===== src/rtl/rls_pkg.sv =====
//------------------------------------------------------------------------------
// Module      : rls_pkg
// Description : Shared types and default constants for run_length_scaler.
// Revision    : 1.0 - initial release
//------------------------------------------------------------------------------
`default_nettype none

package rls_pkg;

   localparam int RLS_CNT_W   = 5;
   localparam int RLS_SAT_MAX = 24;
   localparam int RLS_DIV_W   = 4;

   typedef enum logic [1:0] {
      ST_IDLE  = 2'd0,
      ST_COUNT = 2'd1,
      ST_EMIT  = 2'd2
   } state_e;

   typedef enum logic [2:0] {
      OP_HOLD  = 3'd0,
      OP_LOAD1 = 3'd1,
      OP_INC   = 3'd2,
      OP_SUB   = 3'd3,
      OP_CLR   = 3'd4
   } cnt_op_e;

   // Common width that holds both the run count and the divisor.
   function automatic int max_w(input int a, input int b);
      return (a > b) ? a : b;
   endfunction

endpackage

`default_nettype wire


===== src/rtl/rls_counter.sv =====
//------------------------------------------------------------------------------
// Module      : rls_counter
// Description : Run counter: load-1, saturating increment, subtract, clear.
// Revision    : 1.0 - initial release
//------------------------------------------------------------------------------
`default_nettype none

module rls_counter
   import rls_pkg::*;
#(
   parameter int CNT_W   = RLS_CNT_W,
   parameter int SAT_MAX = RLS_SAT_MAX,
   parameter int DIV_W   = RLS_DIV_W
) (
   input  logic             clk,
   input  logic             reset_n,
   input  cnt_op_e          op_i,
   input  logic [DIV_W-1:0] d_i,
   output logic [CNT_W-1:0] cnt_o
);

   localparam int              CW      = max_w(CNT_W, DIV_W);
   localparam logic [CNT_W-1:0] SAT_VAL = CNT_W'(SAT_MAX);

   logic [CNT_W-1:0] cnt_q;
   logic [CNT_W-1:0] cnt_d;
   logic [CW-1:0]    diff;

   // Next count; subtraction is only requested when cnt >= d, so it never wraps.
   always_comb begin
      diff  = CW'(cnt_q) - CW'(d_i);
      cnt_d = cnt_q;
      case (op_i)
         OP_LOAD1: cnt_d = CNT_W'(1);
         OP_INC:   cnt_d = (cnt_q >= SAT_VAL) ? SAT_VAL : cnt_q + CNT_W'(1);
         OP_SUB:   cnt_d = diff[CNT_W-1:0];
         OP_CLR:   cnt_d = '0;
         default:  cnt_d = cnt_q;
      endcase
   end

   // Count register.
   always_ff @(posedge clk or negedge reset_n) begin
      if (!reset_n) cnt_q <= '0;
      else          cnt_q <= cnt_d;
   end

   assign cnt_o = cnt_q;

endmodule

`default_nettype wire


===== src/rtl/run_length_scaler.sv =====
//------------------------------------------------------------------------------
// Module      : run_length_scaler
// Description : Measures a run of high input samples and emits floor(L/D)
//               consecutive output pulses, reporting the remainder.
// Revision    : 1.0 - initial release
//------------------------------------------------------------------------------
`default_nettype none

module run_length_scaler
   import rls_pkg::*;
#(
   parameter int CNT_W   = RLS_CNT_W,
   parameter int SAT_MAX = RLS_SAT_MAX,
   parameter int DIV_W   = RLS_DIV_W
) (
   input  logic             clk,
   input  logic             reset_n,
   input  logic             en,
   input  logic             in,
   input  logic [DIV_W-1:0] div,
   input  logic             retrig,
   output logic             out,
   output logic             busy,
   output logic             done,
   output logic [CNT_W-1:0] rem,
   output logic             sat
);

   localparam int CW = max_w(CNT_W, DIV_W);

   state_e           state_q, state_d;
   cnt_op_e          op;
   logic [CNT_W-1:0] cnt;
   logic [DIV_W-1:0] d_q, d_d;
   logic             out_q, out_d;
   logic             busy_q, busy_d;
   logic             done_q, done_d;
   logic [CNT_W-1:0] rem_q, rem_d;
   logic             sat_q, sat_d;
   logic             cnt_ge_d;
   logic             cnt_near_sat;

   assign cnt_ge_d     = (CW'(cnt) >= CW'(d_q));
   assign cnt_near_sat = (cnt >= CNT_W'(SAT_MAX - 1));

   rls_counter #(
      .CNT_W   (CNT_W),
      .SAT_MAX (SAT_MAX),
      .DIV_W   (DIV_W)
   ) u_counter (
      .clk     (clk),
      .reset_n (reset_n),
      .op_i    (op),
      .d_i     (d_q),
      .cnt_o   (cnt)
   );

   // Next state, counter operation and output values; en=0 beats retrigger beats normal flow.
   always_comb begin
      state_d = state_q;
      op      = OP_HOLD;
      d_d     = d_q;
      out_d   = 1'b0;
      done_d  = 1'b0;
      rem_d   = rem_q;
      sat_d   = sat_q;
      case (state_q)
         ST_IDLE: begin
            if (en && in) begin
               state_d = ST_COUNT;
               op      = OP_LOAD1;
               sat_d   = 1'b0;
               rem_d   = '0;
            end else begin
               op      = OP_CLR;
            end
         end
         ST_COUNT: begin
            if (!en) begin
               state_d = ST_IDLE;
               op      = OP_CLR;
            end else if (in) begin
               op      = OP_INC;
               if (cnt_near_sat) sat_d = 1'b1;
            end else begin
               state_d = ST_EMIT;
               d_d     = (div == '0) ? DIV_W'(1) : div;
            end
         end
         ST_EMIT: begin
            if (!en) begin
               state_d = ST_IDLE;
               op      = OP_CLR;
            end else if (retrig && in) begin
               state_d = ST_COUNT;
               op      = OP_LOAD1;
               sat_d   = 1'b0;
               rem_d   = '0;
            end else if (cnt_ge_d) begin
               out_d   = 1'b1;
               op      = OP_SUB;
            end else begin
               state_d = ST_IDLE;
               op      = OP_CLR;
               done_d  = 1'b1;
               rem_d   = cnt;
            end
         end
         default: begin
            state_d = ST_IDLE;
            op      = OP_CLR;
         end
      endcase
      busy_d = (state_d != ST_IDLE);
   end

   // State, latched divisor and registered outputs.
   always_ff @(posedge clk or negedge reset_n) begin
      if (!reset_n) begin
         state_q <= ST_IDLE;
         d_q     <= DIV_W'(1);
         out_q   <= 1'b0;
         busy_q  <= 1'b0;
         done_q  <= 1'b0;
         rem_q   <= '0;
         sat_q   <= 1'b0;
      end else begin
         state_q <= state_d;
         d_q     <= d_d;
         out_q   <= out_d;
         busy_q  <= busy_d;
         done_q  <= done_d;
         rem_q   <= rem_d;
         sat_q   <= sat_d;
      end
   end

   assign out  = out_q;
   assign busy = busy_q;
   assign done = done_q;
   assign rem  = rem_q;
   assign sat  = sat_q;

endmodule

`default_nettype wire


===== config.mk =====
export PLATFORM = sky130hd
export DESIGN_NAME = run_length_scaler
export DESIGN_NICKNAME = d
export VERILOG_FILES = /design/src/rtl/rls_pkg.sv /design/src/rtl/rls_counter.sv /design/src/rtl/run_length_scaler.sv
export SDC_FILE = /design/constraint.sdc
export NUM_CORES = 1
export LEC_CHECK = 0
export ABC_AREA = 1
export CAP_MARGIN = 30
export CORE_AREA = 2 2 51 48
export DETAILED_ROUTE_END_ITERATION = 8
export DIE_AREA = 0 0 53 50
export PLACE_DENSITY = 0.8
export SYNTH_ARGS = -nofsm -noshare
export SYNTH_HDL_FRONTEND = slang
export SYNTH_SLANG_ARGS = --single-unit

===== constraint.sdc =====
create_clock -name clk -period 3.3 [get_ports clk]
set_input_delay 0.33 -clock clk [delete_from_list [all_inputs] [get_ports clk]]
set_output_delay 0.33 -clock clk [all_outputs]
set_load 0.02 [all_outputs]

; Word-level counts from Yosys, hierarchy flattened
; Index checks and enable logic that the tools add are counted.
[classes]
add_sub_neg = 2
magnitude_cmp = 3
eq_ne = 13
n_mux = 37
n_bitwise = 1
n_reduce_logical = 11
[ops]
columns = operator, n
row1 = $mux 5, 5
row2 = $pmux 5 s4, 1
row3 = $mux 3, 5
row4 = $mux 1, 14
row5 = $mux 2, 7
row6 = $ne 2x2->1 const B, 6
row7 = $ge 5x5->1 const B, 2
row8 = $pmux 5 s2, 1
row9 = $pmux 3 s3, 1
row10 = $reduce_and 7->1, 1
row11 = $eq 3x2->1 const B, 2
row12 = $pmux 2 s3, 1
row13 = $add 5x1->5 const B, 1
row14 = $ge 5x4->1, 1
row15 = $sub 5x4->5, 1
row16 = $logic_not 4->1, 1
row17 = $mux 4, 1
row18 = $reduce_and 4->1, 1
row19 = $reduce_bool 2->1, 2
row20 = $reduce_bool 4->1, 1
row21 = $eq 3x1->1 const B, 1
row22 = $eq 3x3->1 const B, 1
row23 = $ne 3x3->1 const B, 1
row24 = $pmux 1 s3, 1
row25 = other kinds (7), 8
[totals]
register_bits = 20
input_bits = 9
output_inout_bits = 9
wordCells = 75

; Logic depth before layout (Yosys ltp)
; Gate-level depths: netlist (run 1).
[logic_depth]
word_depth = 7
ltp_mapped = 11
ltp_nobuf = 11

; Hierarchy
; A second synthesis (run 1) with hierarchy kept.
[hier_totals]
cells_unflattened = 188
area_unflattened_um2 = 1400.1
[modules_own_cells]
columns = mod, n_inst, cells_each, area_per_inst_um2, seq_area_each_um2
row1 = run_length_scaler, 1, 106, 860.8, 376.6
row2 = rls_counter, 1, 82, 539.3, 125.1

; Worst setup path after synthesis (run 1)
; Ideal clock, no wire load.
[synth_path]
kind = register -> register
start = register u_counter.cnt_q[0] (netlist: u_counter.cnt_o[0])
end = register u_counter.cnt_q[4] (netlist: u_counter.cnt_o[4])
setup_time_ns = 0.134
t_arrival_ns = 1.489
required_time_ns = 3.166
slack_ns = 1.678
stages_incl_launch_ff = 7
path_buffers = 0
period_less_slack_ns = 1.622
cell_sequence = dfrtp_1 > inv_1 > ha_1 > fa_1 > o21ai_0 > xor2_1 > o211ai_1
[synth_via]
elab_chain_cells = 7
word_cells_on_any_way = 15
classes_between = add/sub (2) / order compare (2) / eq/ne (4) / mux (6) / reduce/logical (1)
[synth_lines]
columns = item, line
row1 = from (decl), rls_counter.sv:25  ; logic [CNT_W-1:0] cnt_q;
row2 = from (signal assigned), rls_counter.sv:45  ; else cnt_q <= cnt_d;
row3 = $ge 5x4->1, run_length_scaler.sv:43  ; assign cnt_ge_d = (CW'(cnt) >= CW'(d_q));
row4 = $mux 3, run_length_scaler.sv:99  ; end else if (cnt_ge_d) begin
row5 = $mux 3, run_length_scaler.sv:94  ; end else if (retrig && in) begin
row6 = $mux 3, run_length_scaler.sv:91  ; if (!en) begin
row7 = $pmux 3 s3, run_length_scaler.sv:67  ; case (state_q)
row8 = "$eq 3x3->1, or another cell as far along", rls_counter.sv:33  ; case (op_i)
row9 = $pmux 5 s4 / $reduce_bool 4->1 (equally long branches), -
; Parallel ways exist; a longest one is shown, timed or not.
; A chain may end at the register's enable or synchronous reset.

; Worst setup path after layout (run 1)
; Same ends and word-level chain as after synthesis.

==> out/metrics.cfg, run 1 <==
[cts]
numCtsBuffers = 3
cts.clk_slew.worst_paths_ps = 120
cts_num_sinks = 20
cts_tree = done
htree_levels = 1
cts.path.max_buffers = 2
root_buffer = clkbuf_4
cts.repair.resized = 0
clk_latency_ps = 310
cts_hold_buf = 0
cts_setup_buffers = 0

[sta]
fin_tns_setup_ps = 0
fmax_ghz = 0.557
fin_crit_ps = 1790
max_slew_margin = 0.416
clock_skew_ps = 1.62
timing.final.crit_share = 0.544
fin_ws_ps = 1510
tightest_slew_ps = 874
maxSlewViolCount = 0
final_hold_viol_count = 0
setup_viol = 0
grt_setup_unrepaired = false

[layout]
fill_cells = 181
postLayoutCoreUtil = 0.655
stdcell_area_um2 = 1380
area_growth_pct = 20.6
drive_gt1_frac = 0.137
diodes = 0
nets = 170
stdcell_count = 180

[setup_path]
cp_num_buf_inv = 1
crit_cells = 6
crit_fanout = 5
worst_setup_path_end_kind = flop
cp.arrival_ps = 1990
path_cells = inv_1 -> ha_1 -> fa_1 -> o21ai_0 -> xor2_1 -> o211ai_1
start_kind = flop
critical_path.top_delay_family = adder cells
r2r_cells = 6
critPathKind = flop to flop
cp_slowest_cell = dfrtp_1
crit_required_ps = 3500
cpPeakStageDelay_ps = 450

[synthesis]
yosysTopAreaCell = dfrtp_1
netlist_top_cells_area = dfrtp_1, nand2_1, ha_1, inv_1, o21ai_0
netlist_instances = 133
synth_top_area_share = 0.417
yosysUniqueCellTypes = 32
syn_nets = 149
ys_ff_latch = 20
yosys_warnings = 0
syn_area_um2 = 1140
avgSynthCellArea_um2 = 8.58
synth-seq-area-share = 0.440

[hold_path]
hp-class = flop to flop
min_path_cells = 2

[die]
die_x_um = 53
die_h_um = 50
die-area_um2 = 2650
rows = 16
core_um2 = 2100
initial_core_util = 0.543
top_level_ports = 18

[detailed_routing]
vias_per_cell = 5.28
wl_per_cell_um = 13.4
wl_mm = 2.42
vias = 950
drc = 0
postRouteAntennaNets = 0
drtIter0Drc = 26
firstDrtPassIters = 4

[grt]
antenna_found_initial = 0
overflow = 0
grt_pass1_vias = 918
grt_max_degree = 21
track_usage = 0.206
grt_first_pass_wirelength_mm = 3.98

[placed_design]
gp_congestion = 0.877
dp_cells = 176
post_dp_cell_area_um2 = 1340
hpwlAfterDp_mm = 1.78
dpl_worst_slack_ps = 1280
port_buffers = 17

[run]
drv_cap = 0

[run_status]
status = finished, final reports clean

[power]
powerDensity_nw_per_um2 = 392
power.leakage_uw = 0.000645
ir_worst_vdd_mv = 0.265

==> kinds of logic (layout without fill, tap and decap cells) <==
group | after synthesis | count (layout) | share of synthesized area
flops | 20 | 20 | 0.440
compound gates | 25 | 25 | 0.140
xor+xnor | 2 | 2 | 0.0154
buf+inv | 21 | 41 | 0.0702
fa+ha+maj | 7 | 7 | 0.0833
simple gates | 58 | 58 | 0.251
==> layer usage <==
layer / track usage / vias up / wire, um
li1: - / 473 / -
met1: 0.263 / 435 / 1090
met2: 0.342 / 36 / 1150
met3: 0.0303 / 6 / 130
met4: 0.0897 / 0 / 51
met5: 0 / - / 0
==> per-stage QoR <==
step / power, uW / hold slack [ps]
floorplan: 357 / 34.4
CTS: 542 / 494
global placement: 392 / 465
global route: 568 / 525
detailed placement: 396 / 472
finish: 540 / 487
==> synth_stat cells (all sizes together) <==
cell type   n
or2         2
buf         1
o21bai      2
o311ai      1
nand4       1
fa          1
xor2        2
inv        20
o21a        1
dfstp       1
a21oi       4
dfrtp      19
o211ai      2
nand3       7
o22ai       1
a21boi      1
o221ai      2
nor2        8
ha          6
o21ai      11
nand2      37
nor3        2
nor4        1
==> cells in the final DEF, fill, tap and decap left out, types with 2 or more instances in the layout <==
cell,synthesis,layout
a21oi_1,2,2
nand3_1,6,6
inv_2,2,2
clkbuf_4,0,3
nand2_4,3,3
dfrtp_1,19,19
nand2_1,31,31
o221ai_1,2,2
o21bai_1,2,2
a21oi_2,2,2
nor2_2,3,3
o21ai_0,10,10
ha_1,6,6
inv_1,18,18
nor2_1,5,5
nand2_2,3,3
o211ai_1,2,2
xor2_1,2,2
clkdlybuf4s50_1,0,17
==> worst min-delay path: stages (launching register included) <==
cell     delay [ps]
dfstp_2         390
nand2_1          60
nand2_1          50
==> state kept, by name, summed over array words and instances, names as in the netlist <==
signal           cells
done                 1
out                  1
busy                 1
sat                  1
rem                  5
state_q              2
d_q                  4
u_counter.cnt_o      5
==> worst paths after layout <==
check,to,startpoint,slack [ps]
min,d_q[0],d_q[0],490
max in group asynchronous,state_q[0],reset_n,2270
max reg2reg,u_counter.cnt_o[4],u_counter.cnt_o[0],1510
max,u_counter.cnt_o[4],u_counter.cnt_o[0],1510
min reg2reg,d_q[0],d_q[0],490
min in group asynchronous,u_counter.cnt_o[3],reset_n,500
==> power by group <==
group | total, uW | switching [uW] | internal (uW)
clock | 148 | 81.0 | 67.4
sequential | 270 | 8.47 | 261
combinational | 122 | 72.6 | 49.4
total | 540 | 162 | 378
==> final cells by class <==
class	instances	area, um^2	share of cell area
clock buffer	4	36.3	0.0264
inverter	20	75.1	0.0545
multi-input combinational	92	559	0.406
sequential	20	502	0.365
tap	27	33.8	0.0245
timing repair buffer	17	170	0.124
No activity file was read; power rests on OpenSTA's default activity.
==> inputs of run 2 (changes only) <==
--- a/config.mk
+++ b/config.mk
@@ -7,10 +7,10 @@
 export LEC_CHECK = 0
 export ABC_AREA = 1
 export CAP_MARGIN = 30
-export CORE_AREA = 2 2 51 48
+export CORE_AREA = 2 2 53 50
 export DETAILED_ROUTE_END_ITERATION = 8
-export DIE_AREA = 0 0 53 50
-export PLACE_DENSITY = 0.8
+export DIE_AREA = 0 0 55 52
+export PLACE_DENSITY = 0.75
 export SYNTH_ARGS = -nofsm -noshare
 export SYNTH_HDL_FRONTEND = slang
 export SYNTH_SLANG_ARGS = --single-unit
==> constraint.sdc (replaced) <==
create_clock -name clk -period 1.8 [get_ports clk]
set_input_delay 0.18 -clock clk [delete_from_list [all_inputs] [get_ports clk]]
set_output_delay 0.18 -clock clk [all_outputs]
set_load 0.02 [all_outputs]
==> out/metrics.cfg, run 2 (synthesis results as in run 1) <==
[sta]
setup_viol = 0
clock_skew_ps = 2.71
fin_crit_ps = 1690
fmax_ghz = 0.591
timing.hold.ws_ps = 194
final_hold_viol_count = 0
fin_ws_ps = 108
max_slew_margin = 0.779
tightest_slew_ps = 328
fin_tns_setup_ps = 0
grt_setup_unrepaired = false
timing.final.crit_share = 0.940
maxSlewViolCount = 0

[detailed_routing]
wl_per_cell_um = 13.0
drtIter0Drc = 17
wl_mm = 2.41
vias_per_cell = 5.15
postRouteAntennaNets = 0
drc = 0
firstDrtPassIters = 4
vias = 953

[layout]
drive_gt1_frac = 0.159
area_growth_pct = 23.6
register_area_um2 = 502
stdcell_count = 185
fill_cells = 212
nets = 174
mostFrequentLayoutCells = nand2_1, dfrtp_1, inv_1
multi_input_area_um2 = 572
mostFrequentLayoutCell = nand2_1
diodes = 0

[grt]
grt_max_degree = 21
grt_pass1_vias = 983
track_usage = 0.201
antenna_found_initial = 0
overflow = 0
grt_first_pass_wirelength_mm = 4.05

[placed_design]
gp_congestion = 0.851
dpl_worst_slack_ps = 60.4
port_buffers = 17
dp_cells = 181
hpwlAfterDp_mm = 1.93

[setup_path]
r2r_cells = 5
r2r_setup_slack_ps = 110
critPathKind = flop to flop
reg2reg_to = u_counter.cnt_o[4]
cp_num_buf_inv = 1
crit_fanout = 5
cp.arrival_ps = 1870
cpPeakStageDelay_ps = 480
path_cells = inv_1 -> fa_1 -> o21ai_1 -> xor2_1 -> o211ai_1
start_kind = flop
critical_path.top_delay_family = adder cells
worst_setup_path_end_kind = flop
crit_required_ps = 1980
worstReg2RegStart = u_counter.cnt_o[1]
cp_slowest_cell = fa_1

[cts]
cts.path.max_buffers = 2
htree_levels = 1
cts_tree = done
cts_setup_buffers = 0
cts.clk_slew.worst_paths_ps = 110
root_buffer = clkbuf_4
numCtsBuffers = 3
clk_latency_ps = 310
cts_num_sinks = 20
cts_hold_buf = 0

[run_status]
status = finished, final reports clean

[die]
rows = 17
initial_core_util = 0.488
die-area_um2 = 2860
top_level_ports = 18
core_um2 = 2340
die_h_um = 52
die_x_um = 55

[hold_path]
hp-class = input pin to asynchronous set/reset pin

[power]
powerDensity_nw_per_um2 = 678
power.leakage_uw = 0.000659
ir_worst_vdd_mv = 0.534

[run]
drv_cap = 0

-- run 2: changes by cell type in the layout (fill, tap and decap cells not counted) --
cell and change:
buf_4 +4, clkbuf_1 +1, clkbuf_8 -1, ha_1 -1, ha_4 +1, o21ai_0 -1, o21ai_1 +1
-- run 2: how the worst max path moves through the flow --
stage / from / end / slack [ps] / depth (start not counted)
floorplan: u_counter.cnt_o[0] / u_counter.cnt_o[4] / 180 / 6
detailed placement: u_counter.cnt_o[0] / u_counter.cnt_o[4] / 60 / 6
finish: u_counter.cnt_o[1] / u_counter.cnt_o[4] / 110 / 5
CTS: u_counter.cnt_o[0] / u_counter.cnt_o[4] / 40 / 6
global placement: u_counter.cnt_o[0] / u_counter.cnt_o[4] / 110 / 6
global route: u_counter.cnt_o[1] / u_counter.cnt_o[4] / 2 / 5
-- run 2: final cells by class --
cell class                      instances  share of cell area
Tap cell                               28              0.0248
Multi-Input combinational cell         92               0.406
Clock buffer                            4              0.0186
Timing Repair Buffer                   21               0.142
Sequential cell                        20               0.356
Inverter                               20              0.0532
-- run 2: through the flow --
step                       util  total power (uW)  cell area, um^2
after floorplan               -               654             1140
after global placement    0.586               718             1370
after detailed placement  0.586               732             1370
after CTS                 0.597               954             1400
after global routing      0.603              1010             1410
final                     0.603               956             1410
-- run 2: timing repair --
item,in CTS,in global routing
resized for setup,0,2
hold endpoints to repair,0,0
setup endpoints to repair,0,2
-- run 2: per-layer routing --
| metal | global-route usage | part of all wire | wire (um) |
|---|---|---|---|
| met5 | 0 | 0 | 0 |
| met2 | 0.349 | 0.49 | 1170 |
| met4 | 0.106 | 0.024 | 59 |
| met3 | 0.0345 | 0.037 | 90 |
| met1 | 0.229 | 0.45 | 1090 |
-- run 2: where the power goes --
| group | internal, uW | leakage [uW] | switching [uW] |
|---|---|---|---|
| sequential | 479 | 0.000268 | 12.1 |
| combinational | 99.4 | 0.000377 | 137 |
| clock | 86.6 | 0.0000150 | 142 |
| total | 665 | 0.000659 | 291 |
